===== src/rtl/mem_arbiter.sv =====
// mem_arbiter: shares a byte-wide memory between the CPU and debug ports.
// Build option MEM_ARB_RR_EN: round-robin ties; undefined gives debug priority.
module mem_arbiter #(
  parameter int ADDR_W = 12
) (
  input  logic              clock,
  input  logic              reset,
  input  logic              c_req,
  input  logic              c_we,
  input  logic              c_word,
  input  logic [ADDR_W-1:0] c_addr,
  input  logic [15:0]       c_wdata,
  output logic [15:0]       c_rdata,
  output logic              c_ack,
  input  logic              d_req,
  input  logic              d_we,
  input  logic              d_word,
  input  logic [ADDR_W-1:0] d_addr,
  input  logic [15:0]       d_wdata,
  output logic [15:0]       d_rdata,
  output logic              d_ack,
  output logic [ADDR_W-1:0] m_addr,
  output logic              m_we,
  output logic [7:0]        m_wdata,
  input  logic [7:0]        m_rdata
);

  typedef enum logic [1:0] {
    IDLE,
    LO,
    HI,
    FIN
  } state_e;

  localparam logic [ADDR_W-1:0] ONE = {{(ADDR_W-1){1'b0}}, 1'b1};

  state_e            state_q;
  logic              win_q;
  logic              we_q;
  logic              word_q;
  logic [ADDR_W-1:0] addr_q;
  logic [15:0]       wdata_q;
  logic [ADDR_W-1:0] m_addr_q;
  logic              m_we_q;
  logic [7:0]        m_wdata_q;
  logic              c_ack_q;
  logic              d_ack_q;
  logic [7:0]        rd_lo_q;

  logic              any_req;
  logic              gnt_d;
  logic              sel_we;
  logic              sel_word;
  logic [ADDR_W-1:0] sel_addr;
  logic [15:0]       sel_wdata;
  logic [15:0]       rd_bus;

  assign any_req = c_req | d_req;

`ifdef MEM_ARB_RR_EN
  // ptr_q names the requester that wins the next tie (0 = CPU)
  logic ptr_q;

  // tie goes to the pointer; a lone requester always wins
  always_comb begin
    gnt_d = d_req;
    if (c_req && d_req) begin
      gnt_d = ptr_q;
    end
  end

  // after every grant the other requester gets the next tie
  always_ff @(posedge clock) begin
    if (reset) begin
      ptr_q <= 1'b0;
    end else if (state_q == IDLE && any_req) begin
      ptr_q <= ~gnt_d;
    end
  end
`else
  // fixed priority: debug wins every tie
  always_comb begin
    gnt_d = d_req;
  end
`endif

  // mux the winning requester's command for the latch in IDLE
  always_comb begin
    sel_we    = c_we;
    sel_word  = c_word;
    sel_addr  = c_addr;
    sel_wdata = c_wdata;
    if (gnt_d) begin
      sel_we    = d_we;
      sel_word  = d_word;
      sel_addr  = d_addr;
      sel_wdata = d_wdata;
    end
  end

  // access sequencer: latch, low byte, optional high byte, ack
  always_ff @(posedge clock) begin
    if (reset) begin
      state_q   <= IDLE;
      win_q     <= 1'b0;
      we_q      <= 1'b0;
      word_q    <= 1'b0;
      addr_q    <= '0;
      wdata_q   <= '0;
      m_addr_q  <= '0;
      m_we_q    <= 1'b0;
      m_wdata_q <= '0;
      c_ack_q   <= 1'b0;
      d_ack_q   <= 1'b0;
      rd_lo_q   <= '0;
    end else begin
      unique case (state_q)
        IDLE: begin
          if (any_req) begin
            state_q   <= LO;
            win_q     <= gnt_d;
            we_q      <= sel_we;
            word_q    <= sel_word;
            addr_q    <= sel_addr;
            wdata_q   <= sel_wdata;
            m_addr_q  <= sel_addr;
            m_we_q    <= sel_we;
            m_wdata_q <= sel_wdata[7:0];
          end
        end
        LO: begin
          if (word_q) begin
            state_q   <= HI;
            m_addr_q  <= addr_q + ONE;
            m_we_q    <= we_q;
            m_wdata_q <= wdata_q[15:8];
          end else begin
            state_q <= FIN;
            m_we_q  <= 1'b0;
            c_ack_q <= ~win_q;
            d_ack_q <= win_q;
          end
        end
        HI: begin
          state_q <= FIN;
          rd_lo_q <= m_rdata;
          m_we_q  <= 1'b0;
          c_ack_q <= ~win_q;
          d_ack_q <= win_q;
        end
        FIN: begin
          state_q <= IDLE;
          c_ack_q <= 1'b0;
          d_ack_q <= 1'b0;
        end
        default: begin
          state_q <= IDLE;
        end
      endcase
    end
  end

  // The memory returns a byte one cycle after its address, so during
  // FIN the last byte is still on m_rdata; it is forwarded alongside
  // the low byte captured in HI rather than waiting another cycle.
  always_comb begin
    rd_bus = {8'h00, m_rdata};
    if (word_q) begin
      rd_bus = {m_rdata, rd_lo_q};
    end
  end

  assign c_ack   = c_ack_q;
  assign d_ack   = d_ack_q;
  assign c_rdata = c_ack_q ? rd_bus : 16'h0000;
  assign d_rdata = d_ack_q ? rd_bus : 16'h0000;
  assign m_addr  = m_addr_q;
  assign m_wdata = m_wdata_q;
  // a reset arriving mid-access must suppress the pending byte write
  assign m_we    = m_we_q & ~reset;

endmodule


===== config.mk =====
export PLATFORM = sky130hd
export DESIGN_NAME = mem_arbiter
export DESIGN_NICKNAME = d
export VERILOG_FILES = /design/src/rtl/mem_arbiter.sv
export SDC_FILE = /design/constraint.sdc
export NUM_CORES = 1
export LEC_CHECK = 0
export CAP_MARGIN = 40
export CORE_MARGIN = 2
export CORE_UTILIZATION = 47
export DETAILED_ROUTE_END_ITERATION = 12
export HOLD_SLACK_MARGIN = 0.12
export PLACE_DENSITY = 0.94
export SLEW_MARGIN = 10
export SYNTH_ARGS = -nofsm -noshare
export SYNTH_HDL_FRONTEND = slang
export SYNTH_SLANG_ARGS = --single-unit

===== constraint.sdc =====
create_clock -name clock -period 5.8 [get_ports clock]
set_clock_uncertainty 0.05 [all_clocks]
set_input_delay 1.16 -clock clock [delete_from_list [all_inputs] [get_ports clock]]
set_output_delay 1.16 -clock clock [all_outputs]
set_load 0.005 [all_outputs]

# After elaboration in Yosys (flattened, before gate mapping)

Index checks and enable logic that the tools add are counted.

Register bits after elaboration: 64

Add/sub/neg operators: 1
Equal/unequal tests: 6
Multiplexer cells: 23
Bitwise logic cells: 4
Reduce and logical (&&, ||, !) cells: 8

Operator list:

| kind                                           | number |
|---|---|
| 2-to-1 mux 16 bit                              | 4 |
| 2-to-1 mux 12 bit                              | 3 |
| one-hot mux 12 bit (2 select lines)            | 1 |
| 2-to-1 mux 8 bit                               | 2 |
| one-hot mux 8 bit (2 select lines)             | 1 |
| adder 12 x 1 -> 12 bit (second input constant) | 1 |
| one-hot mux 1 bit (3 select lines)             | 3 |
| one-hot mux 2 bit (4 select lines)             | 1 |
| 2-to-1 mux 1 bit                               | 7 |
| != test 2 bit (second input constant)          | 3 |
| AND reduction 2 bit                            | 3 |
| nonzero test 3 bit                             | 2 |
| == test 2 bit (second input constant)          | 2 |
| AND reduction 3 bit                            | 1 |
| == test 2 x 1 -> 1 bit (second input constant) | 1 |
| zero test 2 bit                                | 1 |
| 2-to-1 mux 2 bit                               | 1 |
| NOT 1 bit                                      | 2 |
| nonzero test 2 bit                             | 1 |
| AND 1 bit                                      | 1 |
| OR 1 bit                                       | 1 |

# Logic depth before layout (Yosys ltp)

Depth after elaboration: 3
Mapped depth: 9

# Worst setup path before layout

Ideal clock, no wire load.

Path kind: input to output
Start: input port reset
End: output port m_we
Arrival time: 1.699 ns
Slack: 2.891 ns
Cell stages on the path: 3
Buffers on the path: 2
Cell sequence: clkbuf_1 > clkbuf_1 > nor2b_1

Longest elaborated chain between the ends: 2

Ends and longest elaborated chain:

| item            | RTL line | RTL |
|---|---|---|
| start, declared | 7        | `input logic reset,` |
| NOT 1 bit       | 180      | `assign m_we = m_we_q & ~reset;` |
| AND 1 bit       | 180      |  |
| end, declared   | 23       | `output logic m_we,` |

Every way passes these cells.

# Worst setup path in the final report

Start: input port m_rdata[0]
End: output port c_rdata[0]

Longest elaborated chain between the ends: 2

Ends and longest elaborated chain:

| item              | RTL line | RTL |
|---|---|---|
| start, declared   | 25       | `input logic [7:0] m_rdata` |
| 2-to-1 mux 16 bit | 168      | `if (word_q) begin` |
| 2-to-1 mux 16 bit | 175      | `assign c_rdata = c_ack_q ? rd_bus : 16'h0000;` |
| end, declared     | 13       | `output logic [15:0] c_rdata,` |

Every way passes these cells.

==> impl_metrics.env <==
export IMPL_status="complete, no violations"
export IMPL_io_pins=127
export IMPL_fillerInstances=514
export IMPL_synth_most_common_cell="dfxtp_1"
export IMPL_syn2layout_area_growth_pct=44.70
export IMPL_yosys_area_top_type="dfxtp_1"
export IMPL_slew_viol_final=0
export IMPL_dieHeight_um=85.27
export IMPL_layout_drive_gt1_share=0.04487
export IMPL_p_switching_uw=760.7
export IMPL_seq_power_share=0.351
export IMPL_max_slew_margin=0.4131
export IMPL_synth_edff_count=0
export IMPL_fin_setup_tns_ns=0
export IMPL_dr_total_vias=3052
export IMPL_ant_nets=0
export IMPL_powerDensity_nw_per_um2=417.5
export IMPL_crit_required_ns=4.59
export IMPL_synth_top_area_frac=0.3611
export IMPL_power_frac_comb=0.534
export IMPL_synth_compound_area_frac=0.1475
export IMPL_synthAdderAreaFrac=0.02418
export IMPL_holdPathStages=2
export IMPL_fmax_mhz=266.0
export IMPL_rows=29
export IMPL_synth_area_mux_share=0.1681
export IMPL_dp_cells=537
export IMPL_cts_hold_buf=0
export IMPL_cts_tree="built"
export IMPL_arrival_ns=2.55
export IMPL_synth_avg_cell_area_um2=8.647
export IMPL_dieArea_um2=7271
export IMPL_cts_root_buf="clkbuf_8"
export IMPL_placed_cell_area_um2=4403
export IMPL_cp_max_fo=4
export IMPL_max_cap_violations=0
export IMPL_synth_seq_cells=56
export IMPL_place_ws_ns=2.060
export IMPL_cts_buffers=5
export IMPL_worstHoldStart="m_addr[0]$_SDFFE_PP0P_"
export IMPL_clk_pin_slew_ns=0.10
export IMPL_ir_worst_vdd_v=0.0002170
export IMPL_syn_area_um2=3104
export IMPL_r2r_end="m_addr[8]$_SDFFE_PP0P_"
export IMPL_p_int_mw=1.115
export IMPL_path_class="input pin to output pin"
export IMPL_hold_viol=0
export IMPL_power_share_clock=0.115
export IMPL_post_route_cell_area_um2=4492
export IMPL_synthTopCellsByCount="56 x dfxtp_1, 51 x mux2i_1, 39 x nor2_1"
export IMPL_register_area_um2=1121
export IMPL_routed_wl_mm=8.188
export IMPL_portBuffers=126
export IMPL_drcViolationCount=0
export IMPL_clock_path_buffers=2
export IMPL_synth_flop_cell="dfxtp_1"
export IMPL_hpwl_mm=6.207
export IMPL_ff2ff_path_depth=6
export IMPL_ff2ff_setup_slack_ns=3.00
export IMPL_r2r_start="state_q[1]$_SDFFE_PP0P_"
export IMPL_timing_hold_ws_ns=0.4122
export IMPL_clk_latency_ns=0.31
export IMPL_ys_async_sr_fraction=0
export IMPL_hold_end="m_addr[0]$_SDFFE_PP0P_"
export IMPL_setup_viol=0
export IMPL_syn_inst=359
export IMPL_switching_share=0.4056
export IMPL_first_global_vias=2858
export IMPL_avgViaCountPerCell=5.600
export IMPL_rsz0062_at_grt="no"
export IMPL_synthTopCellsByArea="dfxtp_1 36%, mux2i_1 16%, a211oi_1 5.3%, nor2_1 4.7%, nor2b_1 4.2%"
export IMPL_power_total_mw=1.876
export IMPL_routedWlPerCell_um=15.02
export IMPL_setup_slack_ns=2.040
export IMPL_synth_simple_area_share=0.2310
export IMPL_place_congestion=0.8148
export IMPL_grt_max_degree=47
export IMPL_fin_crit_ns=3.760
export IMPL_min_delay_path_class="register to register"
export IMPL_endpoint_kind="output pin"
export IMPL_fin_cells=545
export IMPL_antenna_found_initial=0
export IMPL_synth_xor_xnor_area_share=0.02257
export IMPL_final_core_util=0.7034
export IMPL_core_area_um2=6386
export IMPL_drt_iter0_drc=103
export IMPL_cts_resized=0
export IMPL_synth_nets=437
export IMPL_fin_nets=545
export IMPL_post_cts_buffers=0
export IMPL_p_leak_nw=1.739
export IMPL_globalRouteOverflowTotal=0
export IMPL_clock_sinks=56
export IMPL_synth_top_family_by_area="simple AND/OR/NAND/NOR gates"
export IMPL_start_util=0.4861
export IMPL_synthDistinctLibCells=42
export IMPL_seq_area_frac_synth=0.3611
export IMPL_ys_warn_count=0
export IMPL_fin_crit_sh=0.6483
export IMPL_first_pass_iters=4
export IMPL_cp_start_kind="input pin"
export IMPL_worst_pin_slew_ns=0.8804
export IMPL_grt_use_total=0.2239
export IMPL_multiInputGateArea_um2=1842
export IMPL_diodes=0
export IMPL_grt_pass1_wl_mm=13.28
export IMPL_fp_dieW_um=85.27
export IMPL_ctsHtreeMaxLevel=2
==> state kept, by name, summed over array words and instances, names as in the netlist, 2 cells and up <==
signal,count
addr_q,12
m_addr,12
m_wdata,8
rd_lo_q,8
state_q,2
wdata_q,8
==> placed cells by master, fill, tap and decap left out, drive strengths merged, types with 2 or more instances in the layout <==
cell           count
nand4              3
xnor2              6
clkdlybuf4s50    124
nand2b             2
nand3              7
a211oi            22
dfxtp             56
and3              16
mux2i             51
o221ai             2
nor2              39
or3                7
clkbuf             6
buf                7
o21ai              3
xor2               2
inv                3
ha                 6
a31oi              3
a21oi             14
o22ai              3
o21a               2
nand2             31
nor2b             21
nor3               5
o211ai             9
nand3b             5
o41ai              2
==> area by class of cell <==
cell class,instances,share of cell area
Clock buffer,6,0.01616
Clock inverter,2,0.003621
Inverter,3,0.002507
Multi-Input combinational cell,270,0.4100
Sequential cell,56,0.2496
Tap cell,77,0.02145
Timing Repair Buffer,131,0.2967
==> worst max path at each step <==
stage	depth (start not counted)	endpoint	startpoint
after floorplan	3	m_we	reset
after global placement	3	m_we	reset
after detailed placement	4	c_rdata[0]	m_rdata[0]
after CTS	4	c_rdata[0]	m_rdata[0]
after global routing	4	c_rdata[0]	m_rdata[0]
final	4	c_rdata[0]	m_rdata[0]
==> power groups by stage <==
| stage | Combinational (mW) | Clock (mW) | Sequential, mW |
|---|---|---|---|
| floorplan | 0.638 | 0 | 0.631 |
| global placement | 0.923 | 0 | 0.665 |
| detailed placement | 1.00 | 0 | 0.662 |
| CTS | 1.01 | 0.217 | 0.655 |
| global route | 1.10 | 0.234 | 0.676 |
| finish | 1.00 | 0.216 | 0.658 |
==> critical path, stage by stage <==
cell and delay, ns:
clkdlybuf4s50_1 0.55, mux2i_1 0.11, nor2b_1 0.19, clkdlybuf4s50_1 0.54
==> cells by family after synthesis <==
family,count (synthesis)
AO/OA/AOI/OAI,64
XOR/XNOR,8
adder cells (fa/ha/maj),6
buffers and inverters,33
flip-flops,56
multiplexers,52
AND/OR/NAND/NOR,140
==> routing by layer <==
metal,vias up,GRT usage,share of wire
li1,1493,-,-
met1,1406,0.2514,0.40
met2,131,0.4020,0.50
met3,22,0.05350,0.075
met4,0,0.09524,0.027
met5,-,0,0
No activity file was read; power rests on OpenSTA's default activity.
